<file path="src/rtl/fpu_pkg.sv">
// Shared types and constants for the fpu operand sequencer.
// Operand layout is {sign, exp[5:0], mant[24:0]}; status is one-hot per outcome.
package fpu_pkg;

  localparam int SIGN   = 1;
  localparam int EXP_W  = 6;
  localparam int MANT_W = 25;
  localparam int OP_W   = SIGN + EXP_W + MANT_W;

  typedef logic [3:0] status_t;

  localparam status_t EXACT     = 4'b0001;
  localparam status_t INEXACT   = 4'b0010;
  localparam status_t OVERFLOW  = 4'b0100;
  localparam status_t UNDERFLOW = 4'b1000;

  typedef enum logic [1:0] {IDLE, RST, WAIT, OUT} seq_state_t;

endpackage

</file>
<file path="src/rtl/fpu_op_fifo.sv">
// Synchronous operand FIFO with wrap-bit pointers; full/empty derived from the pointers.
module fpu_op_fifo #(
  parameter int DEPTH  = 4,
  parameter int DATA_W = 64
) (
  input  logic                     clk,
  input  logic                     rst,
  input  logic                     push,
  input  logic                     pop,
  input  logic [DATA_W-1:0]        wdata,
  output logic [DATA_W-1:0]        rdata,
  output logic                     full,
  output logic                     empty,
  output logic [$clog2(DEPTH):0]   count
);

  localparam int AW = $clog2(DEPTH);

  logic [DATA_W-1:0] mem [DEPTH];
  logic [AW:0]       wptr;
  logic [AW:0]       rptr;

  always_ff @(posedge clk or posedge rst) begin
    if (rst) begin
      wptr <= '0;
      rptr <= '0;
    end else begin
      if (push && !full)  wptr <= wptr + 1'b1;
      if (pop  && !empty) rptr <= rptr + 1'b1;
    end
  end

  // Payload storage carries no reset; only the pointers define validity.
  always_ff @(posedge clk) begin
    if (push && !full) mem[wptr[AW-1:0]] <= wdata;
  end

  assign rdata = mem[rptr[AW-1:0]];
  assign count = wptr - rptr;
  assign empty = (wptr == rptr);
  assign full  = (count == (AW+1)'(DEPTH));

endmodule

</file>
<file path="src/rtl/fpu_op_sequencer.sv">
// Feeds queued operand pairs to the fpu one at a time, resetting it per operation,
// and captures its result after a fixed worst-case settling window.
module fpu_op_sequencer
  import fpu_pkg::*;
#(
  parameter int DEPTH       = 4,
  parameter int WAIT_CYCLES = 72,
  parameter int CNT_W       = 16
) (
  input  logic             clock100KHz,
  input  logic             reset,
  input  logic             in_valid,
  output logic             in_ready,
  input  logic [OP_W-1:0]  in_op_a,
  input  logic [OP_W-1:0]  in_op_b,
  output logic [OP_W-1:0]  fpu_op_a,
  output logic [OP_W-1:0]  fpu_op_b,
  output logic             fpu_reset_n,
  input  logic [OP_W-1:0]  fpu_data_in,
  input  logic [3:0]       fpu_status_in,
  output logic             res_valid,
  input  logic             res_ready,
  output logic [OP_W-1:0]  res_data,
  output logic [3:0]       res_status,
  output logic [3:0]       sticky_status,
  input  logic             sticky_clear,
  output logic             busy,
  output logic [CNT_W-1:0] op_count
);

  localparam int CW = $clog2(DEPTH) + 1;
  localparam int TW = $clog2(WAIT_CYCLES);
  localparam logic [TW-1:0] LAST = TW'(WAIT_CYCLES - 1);

  seq_state_t          state;
  logic [TW-1:0]       timer;
  logic [2*OP_W-1:0]   head;
  logic                fifo_full;
  logic                fifo_empty;
  logic [CW-1:0]       fill_count;
  logic                push;
  logic                pop;
  logic                capture;

  assign in_ready = (fill_count != CW'(DEPTH));
  assign push     = in_valid && !fifo_full;
  assign pop      = (state == IDLE) && !fifo_empty;
  assign capture  = (state == WAIT) && (timer == LAST);

  fpu_op_fifo #(
    .DEPTH  (DEPTH),
    .DATA_W (2*OP_W)
  ) u_fifo (
    .clk   (clock100KHz),
    .rst   (reset),
    .push  (push),
    .pop   (pop),
    .wdata ({in_op_a, in_op_b}),
    .rdata (head),
    .full  (fifo_full),
    .empty (fifo_empty),
    .count (fill_count)
  );

  always_ff @(posedge clock100KHz or posedge reset) begin
    if (reset) begin
      state         <= IDLE;
      timer         <= '0;
      fpu_op_a      <= '0;
      fpu_op_b      <= '0;
      fpu_reset_n   <= 1'b0;
      res_valid     <= 1'b0;
      res_data      <= '0;
      res_status    <= '0;
      sticky_status <= '0;
      op_count      <= '0;
      busy          <= 1'b0;
    end else begin
      // A clear landing on a capture edge keeps only the freshly captured status.
      if (sticky_clear)  sticky_status <= capture ? fpu_status_in : 4'b0000;
      else if (capture)  sticky_status <= sticky_status | fpu_status_in;

      case (state)
        IDLE: if (pop) begin
          fpu_op_a <= head[2*OP_W-1 -: OP_W];
          fpu_op_b <= head[OP_W-1:0];
          busy     <= 1'b1;
          state    <= RST;
        end
        RST: begin
          fpu_reset_n <= 1'b1;
          timer       <= '0;
          state       <= WAIT;
        end
        WAIT: begin
          timer <= timer + 1'b1;
          if (capture) begin
            res_data    <= fpu_data_in;
            res_status  <= fpu_status_in;
            res_valid   <= 1'b1;
            op_count    <= op_count + 1'b1;
            fpu_reset_n <= 1'b0;
            state       <= OUT;
          end
        end
        OUT: if (res_valid && res_ready) begin
          res_valid <= 1'b0;
          busy      <= 1'b0;
          state     <= IDLE;
        end
        default: state <= IDLE;
      endcase
    end
  end

endmodule

</file>
<file path="config.mk">
export PLATFORM = sky130hd
export DESIGN_NAME = fpu_op_sequencer
export DESIGN_NICKNAME = d
export VERILOG_FILES = /design/src/rtl/fpu_pkg.sv /design/src/rtl/fpu_op_fifo.sv /design/src/rtl/fpu_op_sequencer.sv
export SDC_FILE = /design/constraint.sdc
export NUM_CORES = 1
export LEC_CHECK = 0
export ABC_CLOCK_PERIOD_IN_PS = 6280
export CELL_PAD_IN_SITES_DETAIL_PLACEMENT = 0
export CELL_PAD_IN_SITES_GLOBAL_PLACEMENT = 1
export CORE_ASPECT_RATIO = 0.9
export CORE_MARGIN = 8
export CORE_UTILIZATION = 46
export CTS_CLUSTER_SIZE = 28
export DETAILED_ROUTE_END_ITERATION = 16
export GPL_ROUTABILITY_DRIVEN = 0
export PLACE_DENSITY = 0.77
export SETUP_SLACK_MARGIN = 0.2
export SLEW_MARGIN = 25
export SYNTH_ARGS = -nofsm -noshare
export SYNTH_HDL_FRONTEND = slang
export SYNTH_SLANG_ARGS = --single-unit
</file>
<file path="constraint.sdc">
create_clock -name clock100KHz -period 6.28 [get_ports clock100KHz]
set_input_delay 0.628 -clock clock100KHz [delete_from_list [all_inputs] [get_ports clock100KHz]]
set_output_delay 0.628 -clock clock100KHz [all_outputs]
set_load 0.005 [all_outputs]
</file>
==> out/summary.txt <==
Status -> finished clean
Largest vdd supply drop -> 229.3 uV
TritonCTS Buffers -> 42
Hold crit path type -> register to register
Detail Route Antenna Nets -> 0
Synthesized Nets -> 920
Layout cells sized above 1 -> 19.32%
Compound-Gate Fraction of Synth Area -> 0.9868%
Antenna diodes -> 0
MaxCap Viol Count -> 0
Crit start category -> register
Vias in the first global route -> 8,270
Chip Height -> 186.4 um
Count leader, synth -> edfxtp_1
Critical path capture point type -> output pin
Clk buf depth -> 3
Netlist cell types -> 37
Routed WL -> 30,610 um
Max Slew Vio Count -> 0
Largest net degree at the start of global routing -> 86
#FFs+latches synth -> 394
Multi-input logic area -> 3470 sq um
Required time worst endpoint -> 5.65 ns
Initial DRC count -> 398
Area share of the largest cell type after synthesis -> 51.82%
Setup Buffers After CTS -> 0
Crit path DAT -> 3.07 ns
RR Startpoint -> u_fifo.rptr[1]
Worst setup margin -> 2.581 ns
CTS tree -> built
Hold Crit Start -> op_count[15]
Pre-CTS WS -> 2.887 ns
Total grt overflow -> 0
DR top layer -> met5
Top post-synthesis cells by area -> edfxtp_1, dfrtp_1, mux4_2
CTS HTree Levels -> 2
Core Footprint -> 31,810 sq um
Final instance area -> 18,930 sq um
Power Density -> 458.1 nW/um^2
Post-Synth XOR/XNOR Area -> 1.358%
Clk_lat worst skew -> 0.54 ns
Initial antenna violation count -> 1
Pwr Total -> 8.672 mW
Tmin final -> 3.699 ns
Tcrit/Tclk final -> 58.91%
Post_cts resized -> 0
Post-Route Utilization -> 59.52%
Main combinational cell family by area after synthesis -> multiplexers
Synth area leader -> edfxtp_1
Yosys warns -> 0
WL met1 -> 13,650 um
Via density -> 5.151
DP Area -> 17,520 sq um
Post-synthesis cell area -> 14,840 sq um
Hold Worst Slack -> 0.4701 ns
Worst Max-Slew Pin Slew -> 0.9999 ns
DR WL/cell -> 20.44 um
Crit Path Category -> register to output pin
Post-synth EDFFs -> 256
DRC -> 0
Overall Global Routing Usage -> 15.73%
Setup TNS -> 0 ns
Die area -> 38,260 sq um
Seq/Total Area, Yosys -> 75.09%
Mapped Cells -> 803
Synth Area in Adders -> 1.012%
First-pass GRT wire length -> 47,520 um
Clk_skew -> 0.01835 ns
Fmax -> 0.2703 GHz
Crit Path Max Fanout -> 67
Leak -> 6.869 nW
Setup crit start -> u_fifo.rptr[1]
Via count -> 7,716
Post-synth ARST share -> 35.03%
Register Area -> 11,150 sq um
DRT Pass-1 Iters -> 4
Post-synthesis mux area share -> 14.87%
Detailed placer's ending HPWL -> 18,970 um
Mean Syn Cell Area -> 18.48 sq um
CTS hold repair buffers -> 0
Main flop type after synthesis -> edfxtp_1
Die Wd -> 205.3 um
Routed wl met2 -> 13,910 um
Max transition margin -> 33.34%
Starting density of the core -> 46.64%
Layout Nets -> 1,165
PortBufs -> 228
Final setup viols -> 0
Simple-gate share of the synthesized area -> 4.942%
Root Buffer -> clkbuf_16
Fin. Hold Viols -> 0
I/O pin total -> 229
Met3 wire len -> 2511 um
Dpl cells -> 1,418
FP Rows -> 62
Unrepaired setup endpoints after global routing -> no
Clock sinks -> 394
Synth top cells by count -> edfxtp_1, dfrtp_1, nand2_1, mux2_2, mux4_2
Synth-to-layout area growth -> 27.60%
# fillers -> 2,367
CTS clk-pin slew, worst paths -> 0.06 ns
Finished Layout Cells -> 1,498
[power breakdown]
part | switching, mW | total [mW] | internal [mW]
logic | 1.03 | 2.43 | 1.40
registers | 0.369 | 3.86 | 3.49
clock network | 0.965 | 2.38 | 1.41
total | 2.37 | 8.67 | 6.30
[area by class of cell]
class | count | share of cell area, %
Clock buffer | 61 | 6.306
Clock inverter | 17 | 0.8527
Inverter | 17 | 0.3635
Multi-Input combinational cell | 359 | 18.33
Sequential cell | 394 | 58.89
Tap cell | 416 | 2.750
Timing Repair Buffer | 234 | 12.51
[cells by family after synthesis]
| kind of cell | after synthesis |
|---|---|
| buffers and inverters | 50 |
| AO/OA/AOI/OAI | 22 |
| multiplexers | 132 |
| flip-flops | 394 |
| adder cells (fa/ha/maj) | 12 |
| XOR/XNOR | 23 |
| AND/OR/NAND/NOR | 170 |
[registers in the layout, indices dropped and copies added (netlist names)]
| register | cells |
|---|---|
| res_data | 32 |
| res_valid | 1 |
| timer | 7 |
| u_fifo.rptr | 3 |
| op_count | 16 |
| fpu_reset_n | 1 |
| busy | 1 |
| state | 2 |
| res_status | 4 |
| fpu_op_a | 32 |
| u_fifo.mem | 256 |
| u_fifo.wptr | 3 |
| fpu_op_b | 32 |
| sticky_status | 4 |
[critical path, cell delays in order, from the launching register on]
cell	delay (ns)
dfrtp_4	1.07
inv_1	0.10
ha_1	0.23
nor2b_1	0.13
xnor2_1	0.28
nand3_1	0.14
clkdlybuf4s50_1	0.55
[per-layer routing]
layer	up-vias	global-route usage (%)
met3	48	4.104
met5	-	0
met4	2	3.737
li1	3514	-
met1	3890	21.83
met2	262	24.66
[final timing paths]
path	end	slack, ns	cells past startpoint
hold / removal	op_count[15]	0.47	1
hold reg to reg	op_count[15]	0.47	1
max in group asynchronous	fpu_op_b[16]	4.38	3
min in group asynchronous	sticky_status[1]	0.66	2
setup reg to reg	u_fifo.mem[0][47]	2.97	6
setup / recovery	in_ready	2.58	6
[placed cells by master (no fill, tap or decap), types with 2 or more instances in the layout]
master	netlist	routed
edfxtp_1	256	256
clkdlybuf4s50_1	0	228
dfrtp_1	138	136
nand2_1	126	126
mux2_2	67	67
mux4_2	64	64
clkbuf_16	0	43
xnor2_1	17	17
inv_1	17	16
clkbuf_1	6	13
nand3_1	12	12
o21ai_0	12	12
ha_1	12	12
nor2_1	8	8
clkinv_2	0	7
nand4_1	6	6
xor2_1	6	6
clkbuf_8	0	5
clkinv_1	0	4
buf_4	6	4
nor2b_1	3	3
a21oi_1	3	3
and2_4	0	3
a31oi_4	1	2
or3_1	2	2
nor3_1	2	2
and4_1	2	2
clkinv_8	0	2
bufinv_16	0	2
buf_16	0	2
dfrtp_4	0	2
(Power assumes the default switching activity.)
